File: src/rtl/memory_pkg.sv
// Shared defaults and FSM state encoding for the memory reader and its byte serializer.
package memory_pkg;

   localparam int DATA_W_DEF = 32;
   localparam int BYTE_W_DEF = 8;
   localparam int CNT_W_DEF  = 16;

   typedef enum logic [1:0] {
      ST_IDLE = 2'd0,
      ST_REQ  = 2'd1,
      ST_CAPT = 2'd2,
      ST_SEND = 2'd3
   } state_t;

   function automatic logic is_last_byte(input logic [1:0] idx);
      return idx == 2'd3;
   endfunction

endpackage

File: src/rtl/byte_serializer.sv
// Holds one captured word and presents it MSB-byte first, shifting left on each accepted byte.
module byte_serializer
   import memory_pkg::*;
#(
   parameter int DATA_W = DATA_W_DEF,
   parameter int BYTE_W = BYTE_W_DEF
) (
   input  logic              clk,
   input  logic              rst,
   input  logic              load,
   input  logic [DATA_W-1:0] load_data,
   input  logic              shift,
   output logic [BYTE_W-1:0] msb_byte,
   output logic [1:0]        index
);

   logic [DATA_W-1:0] sreg;

   always_ff @(posedge clk) begin
      if (rst) begin
         sreg  <= '0;
         index <= '0;
      end else if (load) begin
         sreg  <= load_data;
         index <= '0;
      end else if (shift) begin
         sreg  <= {sreg[DATA_W-BYTE_W-1:0], {BYTE_W{1'b0}}};
         index <= index + 2'd1;
      end
   end

   assign msb_byte = sreg[DATA_W-1 -: BYTE_W];

endmodule

File: src/rtl/memory_reader.sv
// Reads one word at a time from a memory driver and streams it out as four bytes, MSB first.
module memory_reader
   import memory_pkg::*;
#(
   parameter int DATA_W = DATA_W_DEF,
   parameter int BYTE_W = BYTE_W_DEF,
   parameter int CNT_W  = CNT_W_DEF
) (
   input  logic              clk,
   input  logic              rst,
   input  logic              empty,
   output logic              rd_en,
   input  logic [DATA_W-1:0] concatenated_out,
   output logic [BYTE_W-1:0] out_data,
   output logic              out_valid,
   input  logic              out_ready,
   output logic              busy,
   output logic [CNT_W-1:0]  word_count,
   output logic [1:0]        state
);

   // Byte handshake: a byte moves only on a cycle where out_valid and out_ready
   // are both high; while out_valid is high and out_ready low, out_data holds.
   state_t     state_q, state_d;
   logic       load;
   logic       shift;
   logic [1:0] index;

   always_ff @(posedge clk) begin
      if (rst) state_q <= ST_IDLE;
      else     state_q <= state_d;
   end

   always_comb begin
      state_d   = state_q;
      rd_en     = 1'b0;
      out_valid = 1'b0;
      load      = 1'b0;
      case (state_q)
         ST_IDLE: if (!empty) state_d = ST_REQ;
         // A driver that empties before the request is honoured gets no read.
         ST_REQ: begin
            if (empty) begin
               state_d = ST_IDLE;
            end else begin
               rd_en   = 1'b1;
               state_d = ST_CAPT;
            end
         end
         ST_CAPT: begin
            load    = 1'b1;
            state_d = ST_SEND;
         end
         ST_SEND: begin
            out_valid = 1'b1;
            if (out_ready && is_last_byte(index)) state_d = empty ? ST_IDLE : ST_REQ;
         end
         default: state_d = ST_IDLE;
      endcase
   end

   assign shift = out_valid && out_ready;

   always_ff @(posedge clk) begin
      if (rst)                               word_count <= '0;
      else if (shift && is_last_byte(index)) word_count <= word_count + 1'b1;
   end

   byte_serializer #(
      .DATA_W (DATA_W),
      .BYTE_W (BYTE_W)
   ) u_ser (
      .clk       (clk),
      .rst       (rst),
      .load      (load),
      .load_data (concatenated_out),
      .shift     (shift),
      .msb_byte  (out_data),
      .index     (index)
   );

   assign busy  = (state_q != ST_IDLE);
   assign state = state_q;

endmodule

File: config.mk
export PLATFORM = sky130hd
export DESIGN_NAME = memory_reader
export DESIGN_NICKNAME = d
export VERILOG_FILES = /design/src/rtl/memory_pkg.sv /design/src/rtl/byte_serializer.sv /design/src/rtl/memory_reader.sv
export SDC_FILE = /design/constraint.sdc
export NUM_CORES = 1
export LEC_CHECK = 0
export ABC_CLOCK_PERIOD_IN_PS = 1800
export CORE_UTILIZATION = 28
export DETAILED_ROUTE_END_ITERATION = 10
export PLACE_DENSITY = 0.61
export SETUP_SLACK_MARGIN = 0.2
export SLEW_MARGIN = 25
export SYNTH_ARGS = -nofsm -noshare
export SYNTH_HDL_FRONTEND = slang
export SYNTH_SLANG_ARGS = --single-unit
File: constraint.sdc
create_clock -name clk -period 1.8 [get_ports clk]
set_input_delay 0.27 -clock clk [delete_from_list [all_inputs] [get_ports clk]]
set_output_delay 0.27 -clock clk [all_outputs]
set_load 0.005 [all_outputs]
==> run_results.csv <==
group,metric,value,unit
status,status,"finished, final reports clean",
global_routing,grt_pass1_wl,8850,um
yosys,ys_types,34,
critical_path,path_max_fanout,7,
floorplanning,dieArea,8330,um^2
critical_path,required,2.03,ns
floorplanning,die_x,91.3,um
sta,hold_viol_final,0,
yosys,async_flop_share,0,
layout,final_layout_size_suffix_gt1_frac,0.125,
power,power.total,2.24,mW
clocking,clock_sinks,52,
yosys,synth_edf_count,0,
yosys,yosys-top-cells-area,"dfxtp_1 (47%), a21oi_1 (9.2%), a22oi_1 (8.1%)",
sta,report.final.slew_viol_count,0,
drt,drtIter0Drc,69,
global_routing,grt_usage,0.129,
yosys,synth_top_cell_by_area,"dfxtp_1",
critical_path,critPathLaunchType,"input pin",
power,irDropWorstVdd,0.371,mV
hold_path,hold_path_class,"in -> reg",
layout,fill_cells,794,
clocking,cts.hold.buffers_added,0,
place,dp_slack,-0.0837,ns
sta,period_needed,1.57,ns
layout,antenna-diode-count,0,
power,pwr-share-comb,0.100,
sta,report.final.setup_viol,0,
yosys,synth_top_area_share,0.467,
yosys,synthTopCellsByCount,"dfxtp_1 (52), a21oi_1 (41), nand2_1 (38), a22oi_1 (24), nand3_1 (14)",
sta,clock.fmax,0.635,GHz
floorplanning,coreArea,7730,um^2
drt,dr.pass1.iters,4,
floorplanning,die_h,91.3,um
power,pwr-share-clk,0.366,
clocking,cts_buffers,5,
drt,final_antenna_net_count,0,
critical_path,crit_arrival,1.81,ns
critical_path,critPathMaxStageDelay,0.52,ns
yosys,yosys_warnings,0,
drt,drc_errors,0,
place,placed_area,2960,um^2
critical_path,critical-path-slowest-cell,"clkdlybuf4s50_1",
global_routing,grt_max_degree,33,
place,port_buffers,64,
layout,fin_util,0.404,
global_routing,grt_overflow,0,
place,hpwl,3690,um
sta,clock_skew,0.00843,ns
layout,ff_latch_area,1050,um^2
yosys,yosysSeqAreaShare,0.467,
floorplanning,start_util,0.289,
sta,timing.final.crit_share,0.875,
yosys,synthFlopType,"dfxtp_1",
global_routing,grt_pass1_vias,1871,
power,leakage,1.04,nW
sta,rsz0062_at_grt,"yes",
yosys,synth.cell_area,2230,um^2
yosys,ys_ff_latch,52,
power,cellPowerDensity,716,nW/um^2
clocking,root_buffer,"clkbuf_8",
clocking,cts_max_level,2,
critical_path,cp-startpoint,"out_ready",
flow_run,maxCapViolations,0,
drt,vias,1987,
floorplanning,io_pins,65,
sta,maxSlewHeadroom,0.703,
clocking,clk_latency,0.30,ns
layout,syn_to_final_growth,40.1,%
layout,multi_input_area,1060,um^2
drt,drt-total-wl,5350,um
yosys,syn_inst,261,
power,seqPwrFrac,0.534,
sta,worst_slew_pin_slew,0.445,ns
power,switching_share,0.228,
power,p_int,1.73,mW
layout,fin_area,3130,um^2
sta,fin_ws,0.226,ns
yosys,yosysMostFrequentCell,"dfxtp_1",
critical_path,cp_cell_sequence,"clkdlybuf4s50_1 > and3_1 > nand3_4 > or4_1 > a21oi_1",
floorplanning,num_rows,32,
clocking,cts_tree,"done",
layout,nets,356,
power,p_switching,0.510,mW
sta,holdWs,0.384,ns
yosys,synth_fp_nets,299,
critical_path,crit_type,"in -> reg",
drt,post_drt_wl_per_cell,12.7,um
critical_path,cp-end-kind,"register",
place,place_congestion,0.830,
global_routing,antenna_found_initial,0,
yosys,syn_avg_cell_area,8.55,um^2
drt,via_per_inst,4.72,
hold_path,min_from,"rst",
clocking,cts.path.max_buffers,2,
clocking,clkTransAtPathRegs,0.10,ns
state kept, by name (all words and copies together), names as in the netlist, named ones only:
signal,cells
u_ser.index,2
word_count,16
u_ser.sreg,32
state,1
repair_timing:
item,in CTS,in global routing
setup buffers,1,0
endpoints found under the setup margin,12,17
resized for setup,9,13
cloned,0,0
kinds of logic after synthesis:
kind of cell,Yosys count,synth area share
and+or+nand+nor,93,0.210
AOI/OAI and AO/OA,74,0.199
DFF,52,0.467
buffers and inverters,30,0.0718
xor gates and xnor gates,7,0.0275
muxes,3,0.0140
adders and majority gates,2,0.0112
path summary, 6_finish.rpt:
| check | to | slack, ns | cells past startpoint |
|---|---|---|---|
| setup / recovery | word_count[10]$_SDFFE_PP0P_ | 0.23 | 5 |
| hold reg to reg | u_ser.sreg[31]$_SDFFE_PP0P_ | 0.46 | 2 |
| hold / removal | word_count[5]$_SDFFE_PP0P_ | 0.38 | 2 |
| setup reg to reg | word_count[10]$_SDFFE_PP0P_ | 0.26 | 4 |
cell usage in the layout, fill, tap and decap left out, types with 2 or more instances in the layout:
cell,instances
clkdlybuf4s50_1,60
dfxtp_1,44
a21oi_1,41
nand2_1,38
a22oi_1,24
nand3_1,14
nor2_1,10
buf_4,10
dfxtp_2,7
xnor2_1,5
or3_1,5
clkbuf_8,5
nor3_1,4
o21ai_0,4
and3_1,3
o31ai_1,3
or4_1,3
dlygate4sd2_1,3
buf_6,3
nor3b_1,2
and4_4,2
nand4_1,2
and2_1,2
inv_1,2
xor2_1,2
mux2i_1,2
through the flow:
step / setup TNS [ns] / instances
global route: 0 / 421
finish: 0 / 421
detailed placement: -0.701 / 412
floorplan: 0 / 261
CTS: 0 / 421
global placement: -0.129 / 412
routing by layer:
metal | vias to the layer above | GRT usage | share of wire
li1 | 1026 | - | -
met1 | 907 | 0.187 | 0.51
met2 | 49 | 0.193 | 0.45
met3 | 5 | 0.0268 | 0.038
met4 | 0 | 0.0357 | 0.0090
met5 | - | 0 | 0
cell type report:
cell class / count / area share
clock buffer: 5 / 0.0220
clock inverter: 3 / 0.0148
inverter: 2 / 0.00240
multi-input combinational: 179 / 0.339
sequential: 52 / 0.337
tap: 102 / 0.0408
timing repair buffer: 78 / 0.243
critical path, delay by kind of cell:
family / cells / cell delay [ns]
AOI/OAI and AO/OA: 1 / 0.14
and+or+nand+nor: 3 / 0.87
buffers and inverters: 1 / 0.52
power groups by stage:
stage	clock network, mW	logic, mW	registers, mW
after floorplan	0	0.0997	1.22
after global placement	0	0.220	1.22
after detailed placement	0	0.222	1.22
after CTS	0.849	0.225	1.20
after global routing	0.905	0.244	1.20
final	0.819	0.224	1.19
Power figures use the tool's default switching activity.
